**src/rtl/instr_fetch_reg_pkg.sv**
```systemverilog
// Shared definitions for the fetch stage: opcodes, extend-mode encodings and FSM states.
// Also imported by the control FSM, so the opcode list is broader than this stage needs.
package instr_fetch_reg_pkg;

  localparam logic [5:0] OP_RTYPE = 6'h00;
  localparam logic [5:0] OP_J     = 6'h02;
  localparam logic [5:0] OP_JAL   = 6'h03;
  localparam logic [5:0] OP_BEQ   = 6'h04;
  localparam logic [5:0] OP_BNE   = 6'h05;
  localparam logic [5:0] OP_ADDI  = 6'h08;
  localparam logic [5:0] OP_ADDIU = 6'h09;
  localparam logic [5:0] OP_SLTI  = 6'h0A;
  localparam logic [5:0] OP_SLTIU = 6'h0B;
  localparam logic [5:0] OP_ANDI  = 6'h0C;
  localparam logic [5:0] OP_ORI   = 6'h0D;
  localparam logic [5:0] OP_XORI  = 6'h0E;
  localparam logic [5:0] OP_LUI   = 6'h0F;
  localparam logic [5:0] OP_LW    = 6'h23;
  localparam logic [5:0] OP_SW    = 6'h2B;

  localparam logic [1:0] EXT_SIGN = 2'b00;
  localparam logic [1:0] EXT_ZERO = 2'b01;
  localparam logic [1:0] EXT_LUI  = 2'b10;
  localparam logic [1:0] EXT_BR   = 2'b11;

  typedef enum logic {
    IDLE = 1'b0,
    WAIT = 1'b1
  } fetch_state_t;

endpackage

```
**src/rtl/instr_fetch_reg_if.sv**
```systemverilog
// Instruction-memory read handshake between the fetch stage (master) and memory (slave).
interface instr_fetch_reg_if;
  logic [31:0] Mem_Addr;
  logic        Mem_Rd;
  logic        Mem_Ack;
  logic [31:0] Mem_RData;

  modport master (output Mem_Addr, output Mem_Rd, input Mem_Ack, input Mem_RData);
  modport slave  (input Mem_Addr, input Mem_Rd, output Mem_Ack, output Mem_RData);
endinterface

```
**src/rtl/instr_fetch_reg_ext_sel_decode.sv**
```systemverilog
// Opcode to immediate-extend mode map; purely combinational so the control FSM can share it.
module ext_sel_decode
  import instr_fetch_reg_pkg::*;
(
  input  logic [5:0] opcode,
  output logic [1:0] zors
);

  // Anything not listed (R-type, jumps, loads/stores, arithmetic immediates) sign-extends.
  always_comb begin
    zors = EXT_SIGN;
    case (opcode)
      OP_ANDI, OP_ORI, OP_XORI: zors = EXT_ZERO;
      OP_LUI:                   zors = EXT_LUI;
      OP_BEQ, OP_BNE:           zors = EXT_BR;
      default:                  zors = EXT_SIGN;
    endcase
  end

endmodule

```
**src/rtl/instr_fetch_reg.sv**
```systemverilog
// Multi-cycle fetch stage: reads one word per request over a req/ack handshake and holds it
// in the instruction register, exposing the decoded fields and the extend-mode select.
module instr_fetch_reg
  import instr_fetch_reg_pkg::*;
#(
  parameter int          TIMEOUT     = 16,
  parameter logic [31:0] RESET_INSTR = 32'h0000_0000
) (
  input  logic                     Clk,
  input  logic                     Rst_n,
  input  logic                     Fetch_Req,
  input  logic                     Flush,
  input  logic [31:0]              PC,
  instr_fetch_reg_if.master        mem,
  output logic [31:0]              Instr,
  output logic [5:0]               Opcode,
  output logic [4:0]               Rs,
  output logic [4:0]               Rt,
  output logic [4:0]               Rd,
  output logic [4:0]               Shamt,
  output logic [5:0]               Funct,
  output logic [15:0]              Instr15_0,
  output logic [25:0]              Instr25_0,
  output logic [1:0]               ZorS,
  output logic                     Instr_Valid,
  output logic                     Fetch_Busy,
  output logic                     Fetch_Err
);

  localparam logic [7:0] CNT_LAST = 8'(TIMEOUT - 1);

  fetch_state_t state_reg, state_next;
  logic [31:0]  ir_reg, ir_next;
  logic [1:0]   zors_reg, zors_next;
  logic [31:0]  addr_reg, addr_next;
  logic         valid_reg, valid_next;
  logic         err_reg, err_next;
  logic [7:0]   cnt_reg, cnt_next;
  logic [1:0]   dec_zors;

  ext_sel_decode u_ext_sel_decode (
    .opcode (mem.Mem_RData[31:26]),
    .zors   (dec_zors)
  );

  always_ff @(posedge Clk or negedge Rst_n) begin
    if (!Rst_n) begin
      state_reg <= IDLE;
      ir_reg    <= RESET_INSTR;
      zors_reg  <= EXT_SIGN;
      addr_reg  <= 32'h0;
      valid_reg <= 1'b0;
      err_reg   <= 1'b0;
      cnt_reg   <= 8'h0;
    end else begin
      state_reg <= state_next;
      ir_reg    <= ir_next;
      zors_reg  <= zors_next;
      addr_reg  <= addr_next;
      valid_reg <= valid_next;
      err_reg   <= err_next;
      cnt_reg   <= cnt_next;
    end
  end

  always_comb begin
    state_next = state_reg;
    ir_next    = ir_reg;
    zors_next  = zors_reg;
    addr_next  = addr_reg;
    valid_next = valid_reg;
    err_next   = err_reg;
    cnt_next   = cnt_reg;

    if (state_reg == IDLE) begin
      // Flush beats a simultaneous request; the request is simply dropped.
      if (Flush) begin
        ir_next    = RESET_INSTR;
        zors_next  = EXT_SIGN;
        valid_next = 1'b0;
      end else if (Fetch_Req) begin
        addr_next  = PC;
        valid_next = 1'b0;
        err_next   = 1'b0;
        cnt_next   = 8'h0;
        state_next = WAIT;
      end
    end else begin
      if (Flush) begin
        ir_next    = RESET_INSTR;
        zors_next  = EXT_SIGN;
        valid_next = 1'b0;
        state_next = IDLE;
      end else if (mem.Mem_Ack) begin
        ir_next    = mem.Mem_RData;
        zors_next  = dec_zors;
        valid_next = 1'b1;
        state_next = IDLE;
      end else if (cnt_reg == CNT_LAST) begin
        // IR keeps its previous contents; only the sticky error reports the abort.
        err_next   = 1'b1;
        state_next = IDLE;
      end else begin
        cnt_next   = cnt_reg + 8'd1;
      end
    end
  end

  assign Fetch_Busy   = (state_reg == WAIT);
  assign mem.Mem_Rd   = (state_reg == WAIT);
  assign mem.Mem_Addr = addr_reg;

  assign Instr       = ir_reg;
  assign Opcode      = ir_reg[31:26];
  assign Rs          = ir_reg[25:21];
  assign Rt          = ir_reg[20:16];
  assign Rd          = ir_reg[15:11];
  assign Shamt       = ir_reg[10:6];
  assign Funct       = ir_reg[5:0];
  assign Instr15_0   = ir_reg[15:0];
  assign Instr25_0   = ir_reg[25:0];
  assign ZorS        = zors_reg;
  assign Instr_Valid = valid_reg;
  assign Fetch_Err   = err_reg;

endmodule

```
**src/flat_wrapper.sv**
```systemverilog
// flat-port wrapper written by rule: the top's interface ports become plain ports
module instr_fetch_reg_flat import instr_fetch_reg_pkg::*;
#(
  parameter int          TIMEOUT     = 16,
  parameter logic [31:0] RESET_INSTR = 32'h0000_0000
)
  (Clk, Rst_n, Fetch_Req, Flush, PC, Instr, Opcode, Rs, Rt, Rd, Shamt, Funct, Instr15_0, Instr25_0, ZorS, Instr_Valid, Fetch_Busy, Fetch_Err, mem_Mem_Addr, mem_Mem_Rd, mem_Mem_Ack, mem_Mem_RData);
  instr_fetch_reg_if mem_i ();
  input  logic Clk;
  input  logic Rst_n;
  input  logic Fetch_Req;
  input  logic Flush;
  input  logic [31:0] PC;
  output logic [31:0] Instr;
  output logic [5:0] Opcode;
  output logic [4:0] Rs;
  output logic [4:0] Rt;
  output logic [4:0] Rd;
  output logic [4:0] Shamt;
  output logic [5:0] Funct;
  output logic [15:0] Instr15_0;
  output logic [25:0] Instr25_0;
  output logic [1:0] ZorS;
  output logic Instr_Valid;
  output logic Fetch_Busy;
  output logic Fetch_Err;
  output wire logic [$bits(mem_i.Mem_Addr)-1:0] mem_Mem_Addr;
  output wire logic [$bits(mem_i.Mem_Rd)-1:0] mem_Mem_Rd;
  input wire logic [$bits(mem_i.Mem_Ack)-1:0] mem_Mem_Ack;
  input wire logic [$bits(mem_i.Mem_RData)-1:0] mem_Mem_RData;
  assign mem_Mem_Addr = mem_i.Mem_Addr;
  assign mem_Mem_Rd = mem_i.Mem_Rd;
  assign mem_i.Mem_Ack = mem_Mem_Ack;
  assign mem_i.Mem_RData = mem_Mem_RData;
  instr_fetch_reg #(.TIMEOUT(TIMEOUT), .RESET_INSTR(RESET_INSTR)) u_core (.Clk(Clk), .Rst_n(Rst_n), .Fetch_Req(Fetch_Req), .Flush(Flush), .PC(PC), .mem(mem_i), .Instr(Instr), .Opcode(Opcode), .Rs(Rs), .Rt(Rt), .Rd(Rd), .Shamt(Shamt), .Funct(Funct), .Instr15_0(Instr15_0), .Instr25_0(Instr25_0), .ZorS(ZorS), .Instr_Valid(Instr_Valid), .Fetch_Busy(Fetch_Busy), .Fetch_Err(Fetch_Err));
endmodule
```
**config.mk**
```make
export PLATFORM = sky130hd
export DESIGN_NAME = instr_fetch_reg_flat
export DESIGN_NICKNAME = d
export VERILOG_FILES = /design/src/rtl/instr_fetch_reg_pkg.sv /design/src/rtl/instr_fetch_reg_if.sv /design/src/rtl/instr_fetch_reg_ext_sel_decode.sv /design/src/rtl/instr_fetch_reg.sv /design/src/flat_wrapper.sv
export SDC_FILE = /design/constraint.sdc
export NUM_CORES = 1
export LEC_CHECK = 0
export CAP_MARGIN = 20
export CORE_MARGIN = 5
export CORE_UTILIZATION = 34
export CTS_CLUSTER_SIZE = 14
export DETAILED_ROUTE_END_ITERATION = 8
export PLACE_DENSITY = 0.88
export SLEW_MARGIN = 20
export SYNTH_ARGS = -nofsm -noshare
export SYNTH_HDL_FRONTEND = slang
export SYNTH_SLANG_ARGS = --single-unit
```
**constraint.sdc**
```tcl
create_clock -name Clk -period 1.7 [get_ports Clk]
set_input_delay 0.34 -clock Clk [delete_from_list [all_inputs] [get_ports Clk]]
set_output_delay 0.34 -clock Clk [all_outputs]
set_load 0.005 [all_outputs]
```
==> insert_results.sql <==
INSERT INTO impl_metrics (metric_group, metric, value, unit) VALUES
('synth', 'synth.top_cells.by_area', 'dfrtp_1, buf_4, nand2_1', ''),
('status', 'outcome', 'finished with violations', ''),
('clock_network', 'cts_htree_levels', '3', ''),
('placed_design', 'globalplace.congestion', '0.773', ''),
('status', 'failed_checks', 'negative hold slack, negative setup slack', ''),
('die', 'dieHeight', '112', 'um'),
('clock_network', 'ctsRootBufferMaster', 'clkbuf_8', ''),
('synth', 'yosys-top-cells-count', 'nand2_1, dfrtp_1, buf_4', ''),
('routing', 'initialDrtViolationCount', '85', ''),
('routing', 'drt.antenna.violating_nets', '0', ''),
('timing', 'final_max_slew_viol_count', '0', ''),
('timing', 'worst_slew_margin_rel', '70.8', '%'),
('grt', 'number_of_global_route_vias_before_repair', '3040', ''),
('finish', 'fillerInstances', '851', ''),
('timing', 'hold_ws', '-0.0143', 'ns'),
('die', 'floorplan.rows', '37', ''),
('pwr', 'p_seq_share', '45.1', '%'),
('timing', 'hold_violations', '7', ''),
('timing', 'worst_pin_slew', '0.439', 'ns'),
('synth', 'mappedNetlistNets', '420', ''),
('placed_design', 'place_hpwl', '7.46', 'mm'),
('pwr', 'power.share.switching', '23.5', '%'),
('grt', 'grt_start_max_net_pins', '78', ''),
('timing', 'period_minus_slack', '1.71', 'ns'),
('pwr', 'p_int', '3.59', 'mW'),
('routing', 'drt-pass1-iter-count', '4', ''),
('synth', 'avgSynthCellArea', '10.0', 'sq um'),
('timing', 'total_negative_slack_for_setup_checks', '-0.00520', 'ns'),
('synth', 'yosysUniqueCellTypes', '27', ''),
('die', 'die_width', '112', 'um'),
('synth', 'yosysWarningCount', '0', ''),
('routing', 'dr_total_vias', '2905', ''),
('routing', 'routed_wirelength', '9.77', 'mm'),
('pwr', 'report.power.total', '4.69', 'mW'),
('finish', 'layoutNonFillerInstCount', '645', ''),
('setup_path', 'crit_fanout', '3', ''),
('placed_design', 'port_buffer_cells', '212', ''),
('clock_network', 'clock_latency', '0.33', 'ns'),
('clock_network', 'clock_tree.buffer_depth', '2', ''),
('finish', 'antenna_cells_inserted', '0', ''),
('pwr', 'pwr_density_cell', '827', 'nW/um^2'),
('placed_design', 'detailedPlace.worstSlack', '-0.339', 'ns'),
('finish', 'design.final.nets', '575', ''),
('pwr', 'leakage', '2.62', 'nW'),
('synth', 'post_synth_inst_count', '350', ''),
('clock_network', 'cts.sinks', '77', ''),
('timing', 'timing.final.setup_violations', '1', ''),
('finish', 'syn_to_final_growth', '61.5', '%'),
('synth', 'synth-edff-count', '0', ''),
('setup_path', 'startpoint_type', 'primary input', ''),
('synth', 'yosysMostFrequentCell', 'nand2_1', ''),
('finish', 'total_area_of_multi_input_combinational_cells', '970', 'sq um'),
('pwr', 'ir_worst_vdd', '543', 'uV'),
('grt', 'grt-ovfl-total', '0', ''),
('pwr', 'total_switching_power', '1.10', 'mW'),
('clock_network', 'cts_hold_buf', '0', ''),
('synth', 'async_reset_ff_share', '100', '%'),
('timing', 'final.setup_skew', '0.00686', 'ns'),
('setup_path', 'arrival_time_of_data_at_the_critical_path_endpoint', '1.97', 'ns'),
('timing', 'postLayoutSetupSlackWorst', '-0.00520', 'ns'),
('die', 'core_area', '10200', 'sq um'),
('routing', 'wire_per_inst', '15.2', 'um'),
('die', 'initial_utilization', '34.4', '%'),
('die', 'die-area', '12500', 'sq um'),
('grt', 'wire_length_of_the_first_global_routing_pass', '16.0', 'mm'),
('setup_path', 'timing.critical_path.required', '1.96', 'ns'),
('setup_path', 'critical_path_class', 'primary input to flop', ''),
('clock_network', 'clk_transition_reported_paths', '0.08', 'ns'),
('clock_network', 'cts_inserted_buffers', '9', ''),
('finish', 'fin_area', '5670', 'sq um'),
('grt', 'grt_antenna_before_repair', '0', '');
[worst paths after layout]
path                                   startpoint                endpoint  slack, ns  cells past startpoint
max                                         Flush       u_core.cnt_reg[7]     -0.005                      5
min                                         Rst_n         u_core.Instr[9]      -0.01                      2
max in group asynchronous                   Rst_n         u_core.Instr[0]       1.31                      2
min in group Clk           u_core.mem.Mem_Addr[2]  u_core.mem.Mem_Addr[2]       0.47                      2
max reg2reg                     u_core.Fetch_Busy       u_core.cnt_reg[7]       0.01                      5
min reg2reg                u_core.mem.Mem_Addr[2]  u_core.mem.Mem_Addr[2]       0.47                      2
[cell type report]
cell class | count | share of cell area (%)
clock inverters | 3 | 1.19
flip-flops and latches | 77 | 34.1
repair buffers | 234 | 41.5
clock buffers | 12 | 2.92
well taps | 136 | 3.00
inverters | 3 | 0.199
multi-input cells | 180 | 17.1
[power groups by stage]
stage                     clock [mW]  combinational [mW]  sequential [mW]
after floorplan                    0               0.302             2.15
after global placement             0               0.984             2.14
after detailed placement           0                1.01             2.15
after CTS                       1.65                1.01             2.12
after global routing            1.73                1.09             2.14
final                           1.57               0.997             2.11
[repair_timing]
item | CTS | global route
pin swaps | 0 | 0
endpoints found under the setup margin | 7 | 21
gates resized for setup | 4 | 9
cloned | 0 | 0
endpoints found under the hold margin | 0 | 0
setup buffers | 1 | 4
[layout by cell type (no fill, tap or decap), types with 3 or more instances in the layout]
cell type        count
dlymetal6s2s_1       5
buf_4               18
nand2_1            108
clkbuf_8            12
a22o_1              33
o21ai_0              4
nor3_1               3
clkdlybuf4s50_1    205
nor2_1               3
dfrtp_1             73
dfrtp_2              4
nand3_1              6
a21oi_1              3
buf_12               4
inv_1                3
[worst max-delay path, stage by stage]
cell and delay [ns]:
clkdlybuf4s50_1 0.44, or3b_4 0.42, a21o_4 0.20, or4_4 0.43
a21oi_2 0.14
[logic make-up after synthesis]
family,Yosys count,synth area share (%)
XOR/XNOR,2,0.499
multiplexers,2,0.571
flip-flops,77,54.9
AND/OR/NAND/NOR,128,14.8
buffers and inverters,93,18.0
adder cells (fa/ha/maj),1,0.357
AO/OA/AOI/OAI,47,10.8
[metal layers]
layer | wire [um] | part of all wire, % | vias up | GRT usage, %
met1 | 3810 | 39 | 1372 | 17.9
met4 | 127 | 1.3 | 0 | 4.87
met2 | 4980 | 51 | 138 | 27.5
met3 | 850 | 8.7 | 11 | 5.71
met5 | 0 | 0 | - | 0
li1 | - | - | 1384 | -
[per-stage QoR]
| stage | util, % | hold slack [ns] |
|---|---|---|
| 6_report | 55.6 | -0.0143 |
| 5_1_grt | 55.6 | 0.0350 |
| 4_1_cts | 55.1 | 0.0189 |
| 3_5_place_dp | 52.7 | 0.394 |
| 3_3_place_gp | 52.7 | 0.388 |
| 2_1_floorplan | - | 0.0444 |
No activity file was read; power rests on OpenSTA's default activity.
